$ cat src/rtl/param_sequence_detector.sv
// Serial pattern detector with a runtime-loadable pattern and overlap control.
// Define SEQ_DET_COUNT_EN to add the saturating matchCount output.
module param_sequence_detector #(
   parameter int                 SEQ_LEN     = 15,
   parameter logic [SEQ_LEN-1:0] SEQ_DEFAULT = 15'b101001100110011,
   parameter int                 CNT_W       = 8
) (
   input  logic               clk,
   input  logic               rst_n,
   input  logic               dataIn,
   input  logic               dataValid,
   input  logic               seqLoad,
   input  logic [SEQ_LEN-1:0] seqIn,
   input  logic               overlapEn,
`ifdef SEQ_DET_COUNT_EN
   output logic               detected,
   output logic [CNT_W-1:0]   matchCount
`else
   output logic               detected
`endif
);

   localparam int BW = $clog2(SEQ_LEN + 1);

   localparam logic [0:0] FILL  = 1'b0;
   localparam logic [0:0] ARMED = 1'b1;

   logic [SEQ_LEN-1:0] pat_reg;
   logic [SEQ_LEN-1:0] shift_reg;
   logic [BW-1:0]      bit_cnt;
   logic [0:0]         state;

   logic [SEQ_LEN-1:0] window;
   logic               accept;
   logic               window_full;
   logic               match;

   // A match needs the accepted bit to complete or extend a full window, so a
   // partially filled window can never alias the (possibly all-zero) pattern.
   always_comb begin
      window      = {shift_reg[SEQ_LEN-2:0], dataIn};
      accept      = dataValid && !seqLoad;
      window_full = (state == ARMED) || (bit_cnt == BW'(SEQ_LEN - 1));
      match       = accept && window_full && (window == pat_reg);
   end

   always_ff @(posedge clk) begin
      if (!rst_n) begin
         pat_reg   <= SEQ_DEFAULT;
         shift_reg <= '0;
         bit_cnt   <= '0;
         state     <= FILL;
         detected  <= 1'b0;
      end else if (seqLoad) begin
         pat_reg   <= seqIn;
         shift_reg <= '0;
         bit_cnt   <= '0;
         state     <= FILL;
         detected  <= 1'b0;
      end else begin
         detected <= match;
         if (accept) begin
            shift_reg <= window;
            if (match && !overlapEn) begin
               bit_cnt <= '0;
               state   <= FILL;
            end else if (state == FILL) begin
               bit_cnt <= bit_cnt + 1'b1;
               if (bit_cnt == BW'(SEQ_LEN - 1)) begin
                  state <= ARMED;
               end
            end
         end
      end
   end

`ifdef SEQ_DET_COUNT_EN
   // Survives seqLoad on purpose: only reset clears the running total.
   always_ff @(posedge clk) begin
      if (!rst_n) begin
         matchCount <= '0;
      end else if (match && (matchCount != {CNT_W{1'b1}})) begin
         matchCount <= matchCount + 1'b1;
      end
   end
`endif

endmodule

$ cat config.mk
export PLATFORM = sky130hd
export DESIGN_NAME = param_sequence_detector
export DESIGN_NICKNAME = d
export VERILOG_FILES = /design/src/rtl/param_sequence_detector.sv
export SDC_FILE = /design/constraint.sdc
export NUM_CORES = 1
export LEC_CHECK = 0
export CORE_ASPECT_RATIO = 1.4
export CORE_UTILIZATION = 57
export CTS_CLUSTER_SIZE = 10
export DETAILED_ROUTE_END_ITERATION = 7
export GPL_TIMING_DRIVEN = 0
export PLACE_DENSITY = 0.83
export REMOVE_ABC_BUFFERS = 1
export SETUP_SLACK_MARGIN = 0.5
export SLEW_MARGIN = 10
export SYNTH_ARGS = -nofsm -noshare
export SYNTH_HDL_FRONTEND = slang
export SYNTH_SLANG_ARGS = --single-unit
export TNS_END_PERCENT = 30
$ cat constraint.sdc
create_clock -name clk -period 2.84 [get_ports clk]
set_input_delay 0.852 -clock clk [delete_from_list [all_inputs] [get_ports clk]]
set_output_delay 0.852 -clock clk [all_outputs]
set_load 0.05 [all_outputs]
==> results.txt <==
Setup repair after global routing could not meet its margin everywhere. The wire length per cell came out at 12.97 µm. The maximum operating frequency came out at between 0.4 and 0.5 GHz. The total routed wirelength is 2724 µm. Power spread over the standard cell area amounts to 478.7 nW/µm². The core box area is between 2000 and 3000 µm². The slew at the pin closest to its max-slew limit came out at 0.9491 ns.

The routed via count is 1100. The number of CTS-inserted buffers came out at 5. The number of unique standard cell types used by synthesis is 23.

The effective utilization at floorplan is 59.82%. The post-synthesis cell area came out at 1548 µm². The share of the Yosys chip area taken by registers is 45.27%.

The number of DRC markers in iteration 0 came out at 12. The H-tree generated during clock tree synthesis spans 2 levels. On the critical path the largest part of the delay comes from buffers and inverters. CTS placed an instance of sky130_fd_sc_hd__clkbuf_4 at the clock tree root. The post-synthesis cell count came out at 154.

The share of post-route cells with drive strength above 1 came out at under 10%. The clock transition at the registers of the reported paths is 0.10 ns. For this design, the slowest cell found on the critical path is sky130_fd_sc_hd__clkdlybuf4s50_1. In this run the cell area measured after placement is 1767 µm². The count of antenna-violating nets left after detailed routing is 0.

The area added between synthesis and finish is 17.95%. The per-cell via count in the routed design is 5.238. The number of rows in the core area is 22.

The worst setup path is of the reg2out kind. The number of synthesized register bits is 35. The number of global-route vias before repair came out at 1053.

The first-pass iteration count of the detailed router came out at 4. For this run, the number of Yosys warnings is 0. The worst setup path is captured at an output pin. The register with the most flip-flops in the layout has 15 of them. The post-DP HPWL came out at 1948 µm. The area of the die is around 2900 µm². The maximum number of pins on one net before global-route repair came out at 21.

The first global-routing pass estimated 4519 µm of wire. The reg-to-reg setup timing slack is 1.29 ns. The count of input and output buffers is 21.

The maximum clock path buffer count came out at 2. The worst slack on hold paths came out at slightly above 0.5 ns. The final critical-path share of the clock period came out at 81.20%. The final critical-path required period is 2.306 ns.

For the worst setup path, the data required time is 1.99 ns. Fill cells in the final layout number between 200 and 250. The placer congestion estimate is just over 0.7.

At the worst endpoint, the arrival time is 1.45 ns. The setup violation total in the final timing report is 0. STA classifies the critical path startpoint as a register. The final cell area excluding filler cells came out at 1826 µm². The count of max-cap constraint violations came out at 0. The critical-path maximum fanout came out at 1. The cell total after placement is 203. The flow ran to the end, and the final reports show no timing, DRC or antenna violations. The final hold violation count was 0. The largest clock skew in the final design is around 0.014 ns. The overall routing resource usage came out at around 22%.

The number of buffers and inverters on the critical path came out at 1. The DRC violations left came out at 0. The finished layout holds 210 standard cells, fillers aside. The net total in the final layout came out at 197. The stage delay of the slowest cell on the critical path came out at 0.80 ns. The diode insertion count for antenna repair is 0.

The power consumption is 873.9 µW. The type of the most critical hold path is reg2reg. The die boundary width is approximately 46 µm.

The mean instance size in the synthesized netlist is between 10 and 15 µm². The total grt overflow is 0. Across the VDD grid, the largest voltage drop is 0.0003389 V.

Clock tree synthesis found a total of 35 sinks. The leakage power summed over all cells came out at approximately 0.00077 µW. The critical path goes through clkdlybuf4s50_1. The total count of max-transition violations in the final report is 0. TritonCTS built the clock tree. The initial antenna violation count was 0. Clock latency on the worst-skew pair, taken at its later pin, is 0.34 ns. The number of I/O pins is 22.

From bottom edge to top edge, the die measures 63.66 µm. The worst pin sits at a relative slew slack of 36.73%.
[per-stage QoR]
| step | utilization (%) | setup slack (ns) | setup TNS [ns] |
|---|---|---|---|
| 6_report | 70.55 | 0.5339 | 0 |
| 5_1_grt | 70.55 | 0.4757 | 0 |
| 4_1_cts | 70.45 | 0.5037 | 0 |
| 3_5_place_dp | 68.28 | -0.2900 | -2.457 |
| 3_3_place_gp | 68.28 | -0.2132 | -1.923 |
| 2_1_floorplan | - | 0.9732 | 0 |
[cell usage in the layout, fill, tap and decap left out, drive strengths merged]
master,count
and2,3
a31oi,1
clkbuf,6
xor2,15
dfxtp,35
o211ai,1
o22ai,2
nand4b,1
mux2i,29
nor3,5
o21ai,2
inv,1
ha,2
nor2b,7
nand2,11
a21oi,7
nor2,15
dlygate4sd2,1
nand4,1
nor4,4
clkinv,1
nand2b,3
or3,1
clkdlybuf4s15,1
clkdlybuf4s50,19
[layer usage]
layer / track usage [%] / vias up / share of wire (%)
li1: - / 566 / -
met1: 22.28 / 512 / 41
met2: 37.85 / 18 / 54
met3: 8.596 / 4 / 3.3
met4: 11.03 / 0 / 2.2
met5: 0 / - / 0
[path summary, 6_finish.rpt]
check	startpoint	endpoint	cells after the start
worst min-delay path	pat_reg[12]	pat_reg[12]	2
worst min register to register	pat_reg[12]	pat_reg[12]	2
worst max-delay path	detected	detected	1
worst max register to register	bit_cnt[0]	bit_cnt[3]	6
[Yosys cell counts]
cell type,count,area [µm²]
sky130_fd_sc_hd__dfxtp_1,35,700.7
sky130_fd_sc_hd__mux2i_1,29,290.3
sky130_fd_sc_hd__nor2_1,15,56.30
sky130_fd_sc_hd__xor2_1,15,131.4
sky130_fd_sc_hd__nand2_1,11,41.29
sky130_fd_sc_hd__a21oi_1,7,35.03
sky130_fd_sc_hd__nor2b_1,7,43.79
sky130_fd_sc_hd__buf_2,5,25.02
sky130_fd_sc_hd__nor3_1,5,25.02
sky130_fd_sc_hd__nor4_2,4,50.05
sky130_fd_sc_hd__and2_1,3,18.77
sky130_fd_sc_hd__clkbuf_1,3,11.26
sky130_fd_sc_hd__ha_1,2,25.02
sky130_fd_sc_hd__nand2b_1,2,12.51
sky130_fd_sc_hd__o21ai_0,2,10.01
sky130_fd_sc_hd__o22ai_1,2,12.51
sky130_fd_sc_hd__a31oi_1,1,6.260
sky130_fd_sc_hd__inv_1,1,3.750
sky130_fd_sc_hd__nand2b_4,1,13.76
sky130_fd_sc_hd__nand4_2,1,12.51
sky130_fd_sc_hd__nand4b_1,1,8.760
sky130_fd_sc_hd__o211ai_1,1,7.510
sky130_fd_sc_hd__or3_1,1,6.260
[cell families after synthesis]
kind of cell / Yosys count / share of synthesized area (%)
AO/OA/AOI/OAI: 13 / 4.608
XOR/XNOR: 15 / 8.489
adder cells (fa/ha/maj): 2 / 1.617
buffers and inverters: 9 / 2.586
flip-flops: 35 / 45.27
multiplexers: 29 / 18.76
AND/OR/NAND/NOR: 51 / 18.67
[area by class of cell]
type | instances | area [µm²] | area share, %
multi-input cells | 110 | 809.5 | 44.35
clock buffers | 6 | 51.30 | 2.810
repair buffers | 21 | 210.2 | 11.51
clock inverters | 1 | 5.005 | 0.2742
flip-flops and latches | 35 | 700.7 | 38.38
well taps | 36 | 45.04 | 2.467
inverters | 1 | 3.754 | 0.2056
[timing repair]
action                     4_1_cts  5_1_grt
setup buffers                    0        0
setup endpoints to repair       20       20
hold buffers                     0        0
gates resized for setup          4        1
[where the power goes]
group          switching, µW  internal (µW)
Combinational           39.7           51.1
Sequential              10.2            504
Clock                    154            115
Total                    204            670
Power figures use the tool's default switching activity.
